$ cat src/rtl/piezo_pkg.sv
// Shared types and defaults for the piezo drum-pad hit scheduler.
package piezo_pkg;

  localparam int NCH_DEF         = 4;
  localparam int CH_W            = $clog2(NCH_DEF);
  localparam int HOLDOFF_CYC_DEF = 500000;   // 10 ms at 50 MHz
  localparam int LED_CYC_DEF     = 2500000;  // 50 ms at 50 MHz

  typedef enum logic [1:0] {
    IDLE,
    PEND,
    HOLD
  } chan_state_t;

endpackage

$ cat src/rtl/piezo_channel.sv
// One pad: 2-flop sync, rising-edge detect, IDLE/PEND/HOLD retrigger FSM, LED stretcher.
// req stays high until this pad's handshake; a strike while pending raises drop for one cycle.
module piezo_channel
  import piezo_pkg::*;
#(
  parameter int HOLDOFF_CYC = HOLDOFF_CYC_DEF,
  parameter int LED_CYC     = LED_CYC_DEF
) (
  input  logic clk,
  input  logic rst_n,
  input  logic drum,
  input  logic grant_ack,
  output logic req,
  output logic drop,
  output logic led
);

  localparam int HOLD_W = $clog2(HOLDOFF_CYC + 1);
  localparam int LED_W  = $clog2(LED_CYC + 1);

  logic              sync1, sync2, prev;
  logic              edge_det;
  chan_state_t       state, state_nxt;
  logic [HOLD_W-1:0] hold_cnt, hold_nxt;
  logic [LED_W-1:0]  led_cnt, led_nxt;

  assign edge_det = sync2 & ~prev;
  assign req      = (state == PEND);

  always_ff @(posedge clk or negedge rst_n) begin
    if (!rst_n) begin
      sync1    <= 1'b0;
      sync2    <= 1'b0;
      prev     <= 1'b0;
      state    <= IDLE;
      hold_cnt <= '0;
      led_cnt  <= '0;
      led      <= 1'b0;
    end else begin
      sync1    <= drum;
      sync2    <= sync1;
      prev     <= sync2;
      state    <= state_nxt;
      hold_cnt <= hold_nxt;
      led_cnt  <= led_nxt;
      led      <= (led_nxt != '0);
    end
  end

  // A strike landing in the handshake cycle falls into HOLD and is ignored.
  always_comb begin
    state_nxt = state;
    hold_nxt  = hold_cnt;
    drop      = 1'b0;
    case (state)
      IDLE: if (edge_det) state_nxt = PEND;
      PEND: begin
        if (grant_ack) begin
          state_nxt = HOLD;
          hold_nxt  = HOLD_W'(HOLDOFF_CYC);
        end else if (edge_det) begin
          drop = 1'b1;
        end
      end
      HOLD: begin
        if (hold_cnt <= HOLD_W'(1)) begin
          state_nxt = IDLE;
          hold_nxt  = '0;
        end else begin
          hold_nxt = hold_cnt - HOLD_W'(1);
        end
      end
      default: state_nxt = IDLE;
    endcase
  end

  always_comb begin
    led_nxt = led_cnt;
    if (grant_ack)            led_nxt = LED_W'(LED_CYC);
    else if (led_cnt != '0)   led_nxt = led_cnt - LED_W'(1);
  end

endmodule

$ cat src/rtl/piezo_hit_scheduler.sv
// Per-pad strike conditioning, round-robin serialisation onto a registered valid/ready hit stage.
// Strike to hit_valid in 4 clk edges; hit held stable until hit_ready; PIEZO_HIT_CNT_EN adds hit_cnt.
module piezo_hit_scheduler
  import piezo_pkg::*;
#(
  parameter int NCH         = NCH_DEF,
  parameter int HOLDOFF_CYC = HOLDOFF_CYC_DEF,
  parameter int LED_CYC     = LED_CYC_DEF
) (
  input  logic                    clk,
  input  logic                    rst_n,
  input  logic [NCH-1:0]          drum,
  output logic                    hit_valid,
  input  logic                    hit_ready,
  output logic [$clog2(NCH)-1:0]  hit_ch,
  output logic                    overrun,
  output logic [NCH-1:0]          led
`ifdef PIEZO_HIT_CNT_EN
  ,
  input  logic                    hit_cnt_clr,
  output logic [15:0]             hit_cnt
`endif
);

  localparam int SEL_W = $clog2(NCH);

  logic [NCH-1:0]   req, drop, grant_ack;
  logic             handshake, load, sel_vld;
  logic [SEL_W-1:0] sel, idx, rr_ptr;

  assign handshake = hit_valid & hit_ready;
  assign load      = ~hit_valid | handshake;

  for (genvar i = 0; i < NCH; i++) begin : g_ch
    assign grant_ack[i] = handshake && (hit_ch == SEL_W'(i));

    piezo_channel #(
      .HOLDOFF_CYC(HOLDOFF_CYC),
      .LED_CYC    (LED_CYC)
    ) u_ch (
      .clk      (clk),
      .rst_n    (rst_n),
      .drum     (drum[i]),
      .grant_ack(grant_ack[i]),
      .req      (req[i]),
      .drop     (drop[i]),
      .led      (led[i])
    );
  end

  // The pad being accepted this cycle still shows req, so it is masked out of the search.
  always_comb begin
    sel_vld = 1'b0;
    sel     = '0;
    idx     = '0;
    for (int k = 0; k < NCH; k++) begin
      idx = SEL_W'((int'(rr_ptr) + k) % NCH);
      if (!sel_vld && req[idx] && !grant_ack[idx]) begin
        sel_vld = 1'b1;
        sel     = idx;
      end
    end
  end

  always_ff @(posedge clk or negedge rst_n) begin
    if (!rst_n) begin
      hit_valid <= 1'b0;
      hit_ch    <= '0;
      rr_ptr    <= '0;
      overrun   <= 1'b0;
    end else begin
      overrun <= |drop;
      if (load) begin
        hit_valid <= sel_vld;
        if (sel_vld) begin
          hit_ch <= sel;
          rr_ptr <= (int'(sel) == NCH - 1) ? '0 : sel + SEL_W'(1);
        end
      end
    end
  end

`ifdef PIEZO_HIT_CNT_EN
  always_ff @(posedge clk or negedge rst_n) begin
    if (!rst_n)                               hit_cnt <= '0;
    else if (hit_cnt_clr)                     hit_cnt <= '0;
    else if (handshake && hit_cnt != 16'hFFFF) hit_cnt <= hit_cnt + 16'd1;
  end
`endif

endmodule

$ cat config.mk
export PLATFORM = sky130hd
export DESIGN_NAME = piezo_hit_scheduler
export DESIGN_NICKNAME = d
export VERILOG_FILES = /design/src/rtl/piezo_pkg.sv /design/src/rtl/piezo_channel.sv /design/src/rtl/piezo_hit_scheduler.sv
export SDC_FILE = /design/constraint.sdc
export NUM_CORES = 1
export LEC_CHECK = 0
export ABC_AREA = 1
export ABC_CLOCK_PERIOD_IN_PS = 4550
export CORE_MARGIN = 5
export CORE_UTILIZATION = 55
export CTS_BUF_LIST = sky130_fd_sc_hd__clkbuf_4
export CTS_CLUSTER_SIZE = 10
export DETAILED_ROUTE_END_ITERATION = 8
export PLACE_DENSITY = 0.79
export SYNTH_ARGS = -nofsm -noshare
export SYNTH_HDL_FRONTEND = slang
export SYNTH_SLANG_ARGS = --single-unit
export TNS_END_PERCENT = 10
$ cat constraint.sdc
create_clock -name clk -period 4.55 [get_ports clk]
set_input_delay 0.455 -clock clk [delete_from_list [all_inputs] [get_ports clk]]
set_output_delay 0.455 -clock clk [all_outputs]
set_load 0.005 [all_outputs]
==> impl_metrics.ini <==
[synth]
ys_ff_latch = 194
synth_top_family_by_area = simple AND/OR/NAND/NOR gates
netlist_area_um2 = 11500
muxShareOfSynthArea_pct = 0.119
synth-xor-area-share_pct = 6.68
avgSynthCellArea_um2 = 7.18
synth_compound_area_share_pct = 5.94
synth_cells = 1607
synthSimpleGateAreaFrac_pct = 34.9
synth_nets = 1628
synth_fa_ha_area_share_pct = 1.52
ys_types = 44
yosys_warnings = 0
ys_seq_area_share_pct = 42.1

[pwr]
power.switching_w = 0.00288
power_leakage_nw = 5.91
peakVddDrop_v = 0.000280
sw_frac_of_total_pct = 45.0
power.total_w = 0.00639
seqPwrFrac_pct = 40.6
power_density_nw_per_um2 = 522
p_clk_share_pct = 15.9
p_comb_share_pct = 43.6
p_int_w = 0.00351

[floorplanning]
rows = 53
start_util_pct = 55.4
fp.dieW_um = 155
die_h_um = 155
dieArea_um2 = 24000
ios = 15
core_um2 = 20800

[timing]
rsz0062_at_grt = false
skew_ns = 0.0289
post-route-period-util_pct = 64.1
fin_crit_ns = 2.92
max_freq_mhz = 343
setup-tns-final_ns = 0
whs_ns = -0.0325
setup_violations = 0
slew-limit-headroom_pct = 30.3
worstMarginPinSlew_ns = 1.05
finalHoldViolations = 14
finalMaxSlewViolations = 0

[clock_tree]
cts_setup_buffers = 0
hold_buffers = 0
clock_latency_ns = 0.59
clkTransAtPathRegs_ns = 0.16
cts_buffer_depth = 2
cts_tree = yes
cts.repair.resized = 0
cts_buffers = 17
cts.htree.levels = 4
ctsRootBufferMaster = clkbuf_4
cts_sinks = 194

[drt]
post-route-drc-count = 0
first_pass_iters = 5
drt_iter0_drc = 693
drt-total-wl_um = 24700
ant_nets = 0
viasPerCell = 5.24
vias = 9999
wire_per_inst_um = 13.0

[status]
violations = negative hold slack
status = finished with violations

[setup_path]
worst-setup-path-type = reg -> reg
cp.required_ns = 5.03
critPathLaunchType = register
critPathCaptureType = register
arrival_ns = 3.40
critical_path_peak_fanout = 14

[worst_hold_path]
min_path_type = in -> async

[global_route]
grt_max_degree = 130
grt_pass1_vias = 9518
grt_antenna_before_repair = 1
grt_use_total_pct = 21.3
overflow = 0
grt_pass1_wl_um = 43100

[finish]
nets = 1642
fin_util_pct = 58.8
area_delta_synth_final_pct = 6.01
nFillCells = 1932
drive_above_1_share_pct = 5.39

[placement]
portBuffers = 14
gp_congestion = 0.920
dp_hpwl_um = 18300

[flow_run]
drv_cap = 0
per-layer routing:
layer  part of all wire, %  up-vias  GRT usage (%)  routed length, µm
li1                      -     5083              -                  -
met1                    47     4685           29.3              11700
met5                     0        -              0                  0
met4                   1.4        0           5.97                336
met2                    48      203           35.1              11800
met3                   3.7       28           3.53                916
final cells by class:
type / instances / area, µm² / area share (%)
multi-input cells: 1159 / 5680 / 46.4
flip-flops and latches: 194 / 4850 / 39.7
inverters: 233 / 882 / 7.21
well taps: 275 / 344 / 2.81
clock inverters: 15 / 180 / 1.47
repair buffers: 16 / 171 / 1.40
clock buffers: 17 / 128 / 1.04
diodes: 1 / 2.50 / 0.0204
through the flow:
stage          area (µm²)  std cells  hold slack, ns  worst slack (ns)
5_1_grt             12200       1910          0.0702              1.41
2_1_floorplan       11500       1607           0.159              2.52
3_5_place_dp        11900       1877           0.335              1.13
4_1_cts             12200       1909          0.0156              1.67
6_report            12200       1910         -0.0325              1.63
3_3_place_gp        11900       1877           0.336              1.25
cells by family after synthesis:
group / after synthesis
simple gates: 937
buf+inv: 254
mux: 1
flops: 194
fa+ha+maj: 14
xor+xnor: 88
compound gates: 119
power by group through the flow:
stage	Combinational, W	Sequential [W]	Clock [W]
after floorplan	0.00222	0.00251	0
after global placement	0.00269	0.00260	0
after detailed placement	0.00277	0.00262	0
after CTS	0.00279	0.00258	0.00105
after global routing	0.00321	0.00265	0.00112
final	0.00279	0.00259	0.00101
state kept, by name, summed over array words and instances, names as in the netlist:
| signal | flops |
|---|---|
| g_ch.u_ch.hold_cnt | 76 |
| g_ch.u_ch.led | 4 |
| g_ch.u_ch.led_cnt | 88 |
| g_ch.u_ch.prev | 4 |
| g_ch.u_ch.state | 8 |
| g_ch.u_ch.sync1 | 4 |
| g_ch.u_ch.sync2 | 4 |
| hit_ch | 2 |
| hit_valid | 1 |
| overrun | 1 |
| rr_ptr | 2 |
placed cells by master, fill, tap and decap left out, types with 5 or more instances in the layout:
cell               n
xnor2_1           24
nand4_1           36
nand3_1          111
o21ai_0           36
xor2_1            64
dfrtp_1          194
o22ai_1            9
ha_1              14
nand2_1          365
o21ai_1            6
a31oi_1            6
nand2_2            9
nand3b_1           8
nand3_2            6
inv_1            217
nor2_2            10
a21oi_1           36
clkinv_1           6
inv_2             12
clkdlybuf4s50_1   13
nor3_1            31
clkbuf_4          17
a22oi_1            9
o211ai_1           9
or2_2              5
nor2_4             6
nor4_1             5
nor2_1           335
worst paths after layout:
path,start,end,slack [ns],cells after the start
max,hit_valid$_DFFE_PN0P_,g_ch[1].u_ch.hold_cnt[6]$_DFFE_PN0P_,1.63,10
min,rst_n,g_ch[1].u_ch.hold_cnt[3]$_DFFE_PN0P_,-0.03,1
max reg2reg,hit_valid$_DFFE_PN0P_,g_ch[1].u_ch.hold_cnt[6]$_DFFE_PN0P_,1.63,10
min reg2reg,g_ch[2].u_ch.sync1$_DFF_PN0_,g_ch[2].u_ch.sync2$_DFF_PN0_,0.37,0
max in group asynchronous,rst_n,g_ch[3].u_ch.hold_cnt[15]$_DFFE_PN0P_,3.68,2
min in group clk,drum[3],g_ch[3].u_ch.sync1$_DFF_PN0_,0.27,1
worst max-delay path, cell delays in order, from the launching register on:
cell	delay, ns
dfrtp_1	0.46
nand2_2	0.11
inv_2	0.10
nand3_1	0.42
inv_2	0.42
nand2_1	0.25
nand2_1	0.42
inv_2	0.20
nor3_1	0.22
xnor2_1	0.15
nor2_1	0.05
synthesized netlist by cell type, drive strengths merged:
| library cell | count | area [µm²] |
|---|---|---|
| nand2 | 376 | 1460 |
| nor2 | 351 | 1390 |
| inv | 230 | 871 |
| dfrtp | 194 | 4850 |
| nand3 | 117 | 616 |
| xor2 | 64 | 561 |
| o21ai | 42 | 210 |
| a21oi | 37 | 189 |
| nand4 | 36 | 225 |
| nor3 | 33 | 181 |
| xnor2 | 24 | 210 |
| buf | 15 | 109 |
| ha | 14 | 175 |
| a22oi | 9 | 67.6 |
| o211ai | 9 | 67.6 |
| o22ai | 9 | 56.3 |
| or2 | 9 | 58.8 |
| nand3b | 8 | 60.1 |
| a31oi | 6 | 37.5 |
| clkbuf | 6 | 22.5 |
| nor4 | 5 | 31.3 |
| clkinv | 3 | 11.3 |
| o221ai | 3 | 26.3 |
| o31ai | 3 | 22.5 |
| and2 | 1 | 6.26 |
| mux2i | 1 | 13.8 |
| nor3b | 1 | 7.51 |
| o41ai | 1 | 8.76 |
(Power assumes the default switching activity.)
